`config.mk`:
```
export PLATFORM = sky130hd
export DESIGN_NAME = sn74145_bcd_decoder_flat
export DESIGN_NICKNAME = d
export VERILOG_FILES = /design/src/rtl/sn74145_bcd_decoder_if.sv /design/src/rtl/sn74145_bcd_decoder.sv /design/src/flat_wrapper.sv
export SDC_FILE = /design/constraint.sdc
export NUM_CORES = 1
export LEC_CHECK = 0
export CORE_AREA = 5 5 42 44
export CTS_CLUSTER_DIAMETER = 40
export DETAILED_ROUTE_END_ITERATION = 16
export DIE_AREA = 0 0 47 49
export PLACE_DENSITY = 0.59
export SLEW_MARGIN = 15
export SYNTH_ARGS = -nofsm -noshare
export SYNTH_HDL_FRONTEND = slang
export SYNTH_SLANG_ARGS = --single-unit
```
`constraint.sdc`:
```
create_clock -name i_clk -period 0.8 [get_ports i_clk]
set_input_delay 0.16 -clock i_clk [delete_from_list [all_inputs] [get_ports i_clk]]
set_output_delay 0.16 -clock i_clk [all_outputs]
set_load 0.02 [all_outputs]
```
`src/rtl/sn74145_bcd_decoder_if.sv`:
```
// rtl/sn74145_bcd_decoder_if.sv - BCD code, chip-select and decimal-output bundle for the SN74145 decoder
//
// Purpose: groups the decoder's data-side signals so that the driver and the
//          decoder connect through one port.
// Signals:
//   i_a..i_d            BCD code, i_a is the LSB
//   i_cs                chip select, active-high
//   i_n_cs_0, i_n_cs_1  chip selects, active-low
//   o_0..o_9            registered decimal outputs
// Modports:
//   master  drives the code and selects, observes the outputs
//   slave   the decoder: samples the code and selects, drives the outputs

interface sn74145_bcd_decoder_if;
    logic i_a;
    logic i_b;
    logic i_c;
    logic i_d;
    logic i_cs;
    logic i_n_cs_0;
    logic i_n_cs_1;
    logic o_0;
    logic o_1;
    logic o_2;
    logic o_3;
    logic o_4;
    logic o_5;
    logic o_6;
    logic o_7;
    logic o_8;
    logic o_9;

    modport master (
        output i_a, i_b, i_c, i_d, i_cs, i_n_cs_0, i_n_cs_1,
        input  o_0, o_1, o_2, o_3, o_4, o_5, o_6, o_7, o_8, o_9
    );

    modport slave (
        input  i_a, i_b, i_c, i_d, i_cs, i_n_cs_0, i_n_cs_1,
        output o_0, o_1, o_2, o_3, o_4, o_5, o_6, o_7, o_8, o_9
    );
endinterface

```
`src/rtl/sn74145_bcd_decoder.sv`:
```
// rtl/sn74145_bcd_decoder.sv - registered BCD-to-decimal 1-of-10 decoder modelled on the SN74145
//
// Purpose: decodes the 4-bit BCD code {i_d,i_c,i_b,i_a} to ten one-hot
//          outputs, gated by a three-term chip select, with one cycle of
//          latency through the output register.
// Parameters:
//   OUT_ACTIVE_LOW  1: selected output is 0, others 1; 0: every level inverted
// Ports:
//   i_clk  clock, all state updates on the rising edge
//   i_rst  synchronous active-high reset, forces all outputs to the idle level
//   bus    sn74145_bcd_decoder_if.slave: code, chip selects, o_0..o_9

module sn74145_bcd_decoder #(
    parameter bit OUT_ACTIVE_LOW = 1'b1
) (
    input  logic                        i_clk,
    input  logic                        i_rst,
    sn74145_bcd_decoder_if.slave        bus
);

    // Idle level of every output: all 1 for active-low outputs, all 0 otherwise.
    localparam logic [9:0] IDLE_LEVEL = {10{OUT_ACTIVE_LOW}};

    logic [3:0] code;
    logic       en;
    logic [9:0] sel;
    logic [9:0] out_d;
    logic [9:0] out_q;

    assign code = {bus.i_d, bus.i_c, bus.i_b, bus.i_a};
    assign en   = bus.i_cs & ~bus.i_n_cs_0 & ~bus.i_n_cs_1;

    // Active-high one-hot select; codes 10..15 select nothing rather than
    // folding onto a lower output.
    always_comb begin
        sel = '0;
        if (en && (code <= 4'd9)) begin
            sel = 10'd1 << code;
        end
    end

    always_comb begin
        out_d = OUT_ACTIVE_LOW ? ~sel : sel;
    end

    always_ff @(posedge i_clk) begin
        if (i_rst) begin
            out_q <= IDLE_LEVEL;
        end else begin
            out_q <= out_d;
        end
    end

    assign bus.o_0 = out_q[0];
    assign bus.o_1 = out_q[1];
    assign bus.o_2 = out_q[2];
    assign bus.o_3 = out_q[3];
    assign bus.o_4 = out_q[4];
    assign bus.o_5 = out_q[5];
    assign bus.o_6 = out_q[6];
    assign bus.o_7 = out_q[7];
    assign bus.o_8 = out_q[8];
    assign bus.o_9 = out_q[9];

endmodule

```
`src/flat_wrapper.sv`:
```
// flat-port wrapper written by rule: the top's interface ports become plain ports
module sn74145_bcd_decoder_flat 
#(
    parameter bit OUT_ACTIVE_LOW = 1'b1
)
  (i_clk, i_rst, bus_i_a, bus_i_b, bus_i_c, bus_i_d, bus_i_cs, bus_i_n_cs_0, bus_i_n_cs_1, bus_o_0, bus_o_1, bus_o_2, bus_o_3, bus_o_4, bus_o_5, bus_o_6, bus_o_7, bus_o_8, bus_o_9);
  sn74145_bcd_decoder_if bus_i ();
  input  logic i_clk;
  input  logic i_rst;
  input wire logic [$bits(bus_i.i_a)-1:0] bus_i_a;
  input wire logic [$bits(bus_i.i_b)-1:0] bus_i_b;
  input wire logic [$bits(bus_i.i_c)-1:0] bus_i_c;
  input wire logic [$bits(bus_i.i_d)-1:0] bus_i_d;
  input wire logic [$bits(bus_i.i_cs)-1:0] bus_i_cs;
  input wire logic [$bits(bus_i.i_n_cs_0)-1:0] bus_i_n_cs_0;
  input wire logic [$bits(bus_i.i_n_cs_1)-1:0] bus_i_n_cs_1;
  output wire logic [$bits(bus_i.o_0)-1:0] bus_o_0;
  output wire logic [$bits(bus_i.o_1)-1:0] bus_o_1;
  output wire logic [$bits(bus_i.o_2)-1:0] bus_o_2;
  output wire logic [$bits(bus_i.o_3)-1:0] bus_o_3;
  output wire logic [$bits(bus_i.o_4)-1:0] bus_o_4;
  output wire logic [$bits(bus_i.o_5)-1:0] bus_o_5;
  output wire logic [$bits(bus_i.o_6)-1:0] bus_o_6;
  output wire logic [$bits(bus_i.o_7)-1:0] bus_o_7;
  output wire logic [$bits(bus_i.o_8)-1:0] bus_o_8;
  output wire logic [$bits(bus_i.o_9)-1:0] bus_o_9;
  assign bus_i.i_a = bus_i_a;
  assign bus_i.i_b = bus_i_b;
  assign bus_i.i_c = bus_i_c;
  assign bus_i.i_d = bus_i_d;
  assign bus_i.i_cs = bus_i_cs;
  assign bus_i.i_n_cs_0 = bus_i_n_cs_0;
  assign bus_i.i_n_cs_1 = bus_i_n_cs_1;
  assign bus_o_0 = bus_i.o_0;
  assign bus_o_1 = bus_i.o_1;
  assign bus_o_2 = bus_i.o_2;
  assign bus_o_3 = bus_i.o_3;
  assign bus_o_4 = bus_i.o_4;
  assign bus_o_5 = bus_i.o_5;
  assign bus_o_6 = bus_i.o_6;
  assign bus_o_7 = bus_i.o_7;
  assign bus_o_8 = bus_i.o_8;
  assign bus_o_9 = bus_i.o_9;
  sn74145_bcd_decoder #(.OUT_ACTIVE_LOW(OUT_ACTIVE_LOW)) u_core (.i_clk(i_clk), .i_rst(i_rst), .bus(bus_i));
endmodule
```
==> flow_summary.toml <==
[hold_path]
hold_path_startpoint = "i_rst"
hold_path.class = "input pin to flop"

[pwr]
internal_power_w = 0.0007234
vdd_drop_max_v = 0.0005163
swShare_pct = 21.39
switching_power_w = 0.0001969
power_w = 0.0009203
p_seq_share_pct = 54.4
powerDensity_nw_per_um2 = 1477
power_frac_comb_pct = 10.8
leakagePower_nw = 0.2391
p_clk_share_pct = 34.8

[timing]
layout_min_cycle_time_ns = 0.8491
max_freq_mhz = 1178
hold_violations = 0
fin_ws_ns = -0.04908
setup_viol = 10
grt_setup_unrepaired = "true"
setup_tns_ns = -0.4643
period_share_pct = 106.1
tightest_slew_ns = 0.2702
maxSlewViolCount = 0
slew_headroom_pct = 81.83

[worst_setup_path]
cpPeakStageDelay_ns = 0.32
slowest_stage = "dfxtp_2"
worstSetupStartpointType = "flop"
crit_type = "flop to primary output"
crit_required_ns = 0.64
crit_chain = "buf_6"
critPathLaunch = "u_core.out_q[0]"
crit_family = "flip-flops"
crit_path_end_kind = "primary output"
critPathBufInv = 1
worstPathArrival_ns = 0.69
worst-path-max-fanout = 1

[layout]
multiInputGateArea_um2 = 171.4
antennaDiodeCount = 0
regMostFlops = "u_core.out_q"
area.sequential_um2 = 212.7
syn_to_final_growth_pct = 80.44
num-nets-final = 62
layout-drive-gt1-share_pct = 60.78
final.fill_count = 159
top_regs = "u_core.out_q (10)"
largest_register_ffs = 10

[grt]
grt_usage_pct = 8.763
grt_max_degree = 6
grt_remaining_overflow = 0
antenna_found_initial = 0
grt_pass1_wl_um = 1380
grt_pass1_vias = 316

[routing]
wl_um = 741
vias = 302
vias_per_cell = 4.507
drt-wirelength-per-cell_um = 11.06
drt_iter0_drc = 2
first_pass_iters = 3
drc_errors = 0
ant_nets = 0

[logic_synthesis]
postSynthAreaPerCell_um2 = 12.33
syn_inst = 28
syn-cell-area_um2 = 345.3
ys_seq_area_share_pct = 57.97
synth.area.top_cells = "dfxtp_1 58%, nor4b_2 13%, nand2_1 6.5%, nand4b_1 5.1%, and4bb_4 4.7%"
synth_top_area_cell = "dfxtp_1"
yosysTopAreaCellShare_pct = 57.97
syn-num-nets = 37
ys_seq_elements = 10
yosysWarnings = 0
yosysUniqueCellTypes = 10

[floorplanning]
coreArea_um2 = 1401
io-pin-count = 19
die_w_um = 47
die_h_um = 49
initial_core_util_pct = 24.64
rows = 14
die_area_um2 = 2303

[place]
port-buffer-count = 18
gp_congestion = 0.6881
post-dp-hpwl_um = 589.5

[run_status]
run_status = "complete, but fails checks"
violations = "negative setup slack"

[job]
cap_violations = 0

[clock_tree]
clock_path_buffers = 2
cts.sinks = 10
clkTransAtPathRegs_ns = 0.06
post-cts-setup-buffers = 0
cts-buffers-inserted = 3
ctsHtreeMaxLevel = 1
cts-root-buf = "clkbuf_4"
cts_tree = "yes"
final timing paths:
check  cells past startpoint  slack (ns)         endpoint
max                        1       -0.05          bus_o_0
min                        3        0.22  u_core.out_q[2]
tightest hold or removal path, cell delays in order:
cell      delay [ns]
clkbuf_2        0.17
nor4b_4         0.07
nand2_1         0.05
repair_timing:
item | in CTS | in global routing
setup endpoints to repair | 20 | 14
gates cloned | 0 | 0
pin swaps | 2 | 3
hold buffers | 0 | 0
gates resized for setup | 81 | 4
power by group through the flow:
stage	Combinational (W)	Clock (W)	Sequential [W]
floorplan	0.0000235	0	0.000513
global placement	0.0000978	0	0.000511
detailed placement	0.0000987	0	0.000511
CTS	0.0000994	0.000339	0.000500
global route	0.000110	0.000360	0.000500
finish	0.0000998	0.000320	0.000500
cell usage after synthesis:
cell type and number:
and4bb_1 1, and4bb_4 1, dfxtp_1 10, nand2_1 6
nand3_1 1, nand4_1 1, nand4b_1 2, nor2_1 2
nor4_2 1, nor4b_2 3
layout make-up:
class / count / area share (%)
well taps: 16 / 3.213
clock buffers: 3 / 3.614
multi-input cells: 18 / 27.51
repair buffers: 20 / 31.53
flip-flops and latches: 10 / 34.14
cell families after synthesis:
| kind of cell | count (synthesis) | synth area share [%] |
|---|---|---|
| flops | 10 | 57.97 |
| simple gates | 18 | 42.03 |
layer usage:
layer / global-route usage [%] / share of wire, % / up-vias
met5: 0 / 0 / -
met4: 8.295 / 2.3 / 0
met3: 3.321 / 10 / 2
met2: 12.44 / 51 / 13
met1: 9.333 / 36 / 135
li1: - / - / 152
placed cells by master, fill, tap and decap left out:
cell type	Yosys	layout
nor4b_4	0	3
nand3_1	1	1
clkbuf_2	0	1
and4bb_4	1	1
nor2_1	2	2
clkdlybuf4s15_1	0	2
nand4b_1	2	2
clkbuf_4	0	3
and4bb_1	1	1
dlygate4sd2_1	0	5
nand4_1	1	1
nor4_2	1	1
nand2_1	6	6
buf_4	0	2
dfxtp_2	0	10
buf_6	0	10
through the flow:
step	std cells	hold slack [ns]	worst slack, ns	instance area (um2)	util (%)
2_1_floorplan	28	0.2339	0.1067	345.3	-
3_3_place_gp	64	0.8294	-0.4416	560.5	40.00
3_5_place_dp	64	0.8270	-0.4487	560.5	40.00
4_1_cts	67	0.3159	-0.06262	624.3	44.55
5_1_grt	67	0.2268	-0.08576	623.1	44.46
6_report	67	0.2232	-0.04908	623.1	44.46
Power figures use the tool's default switching activity.
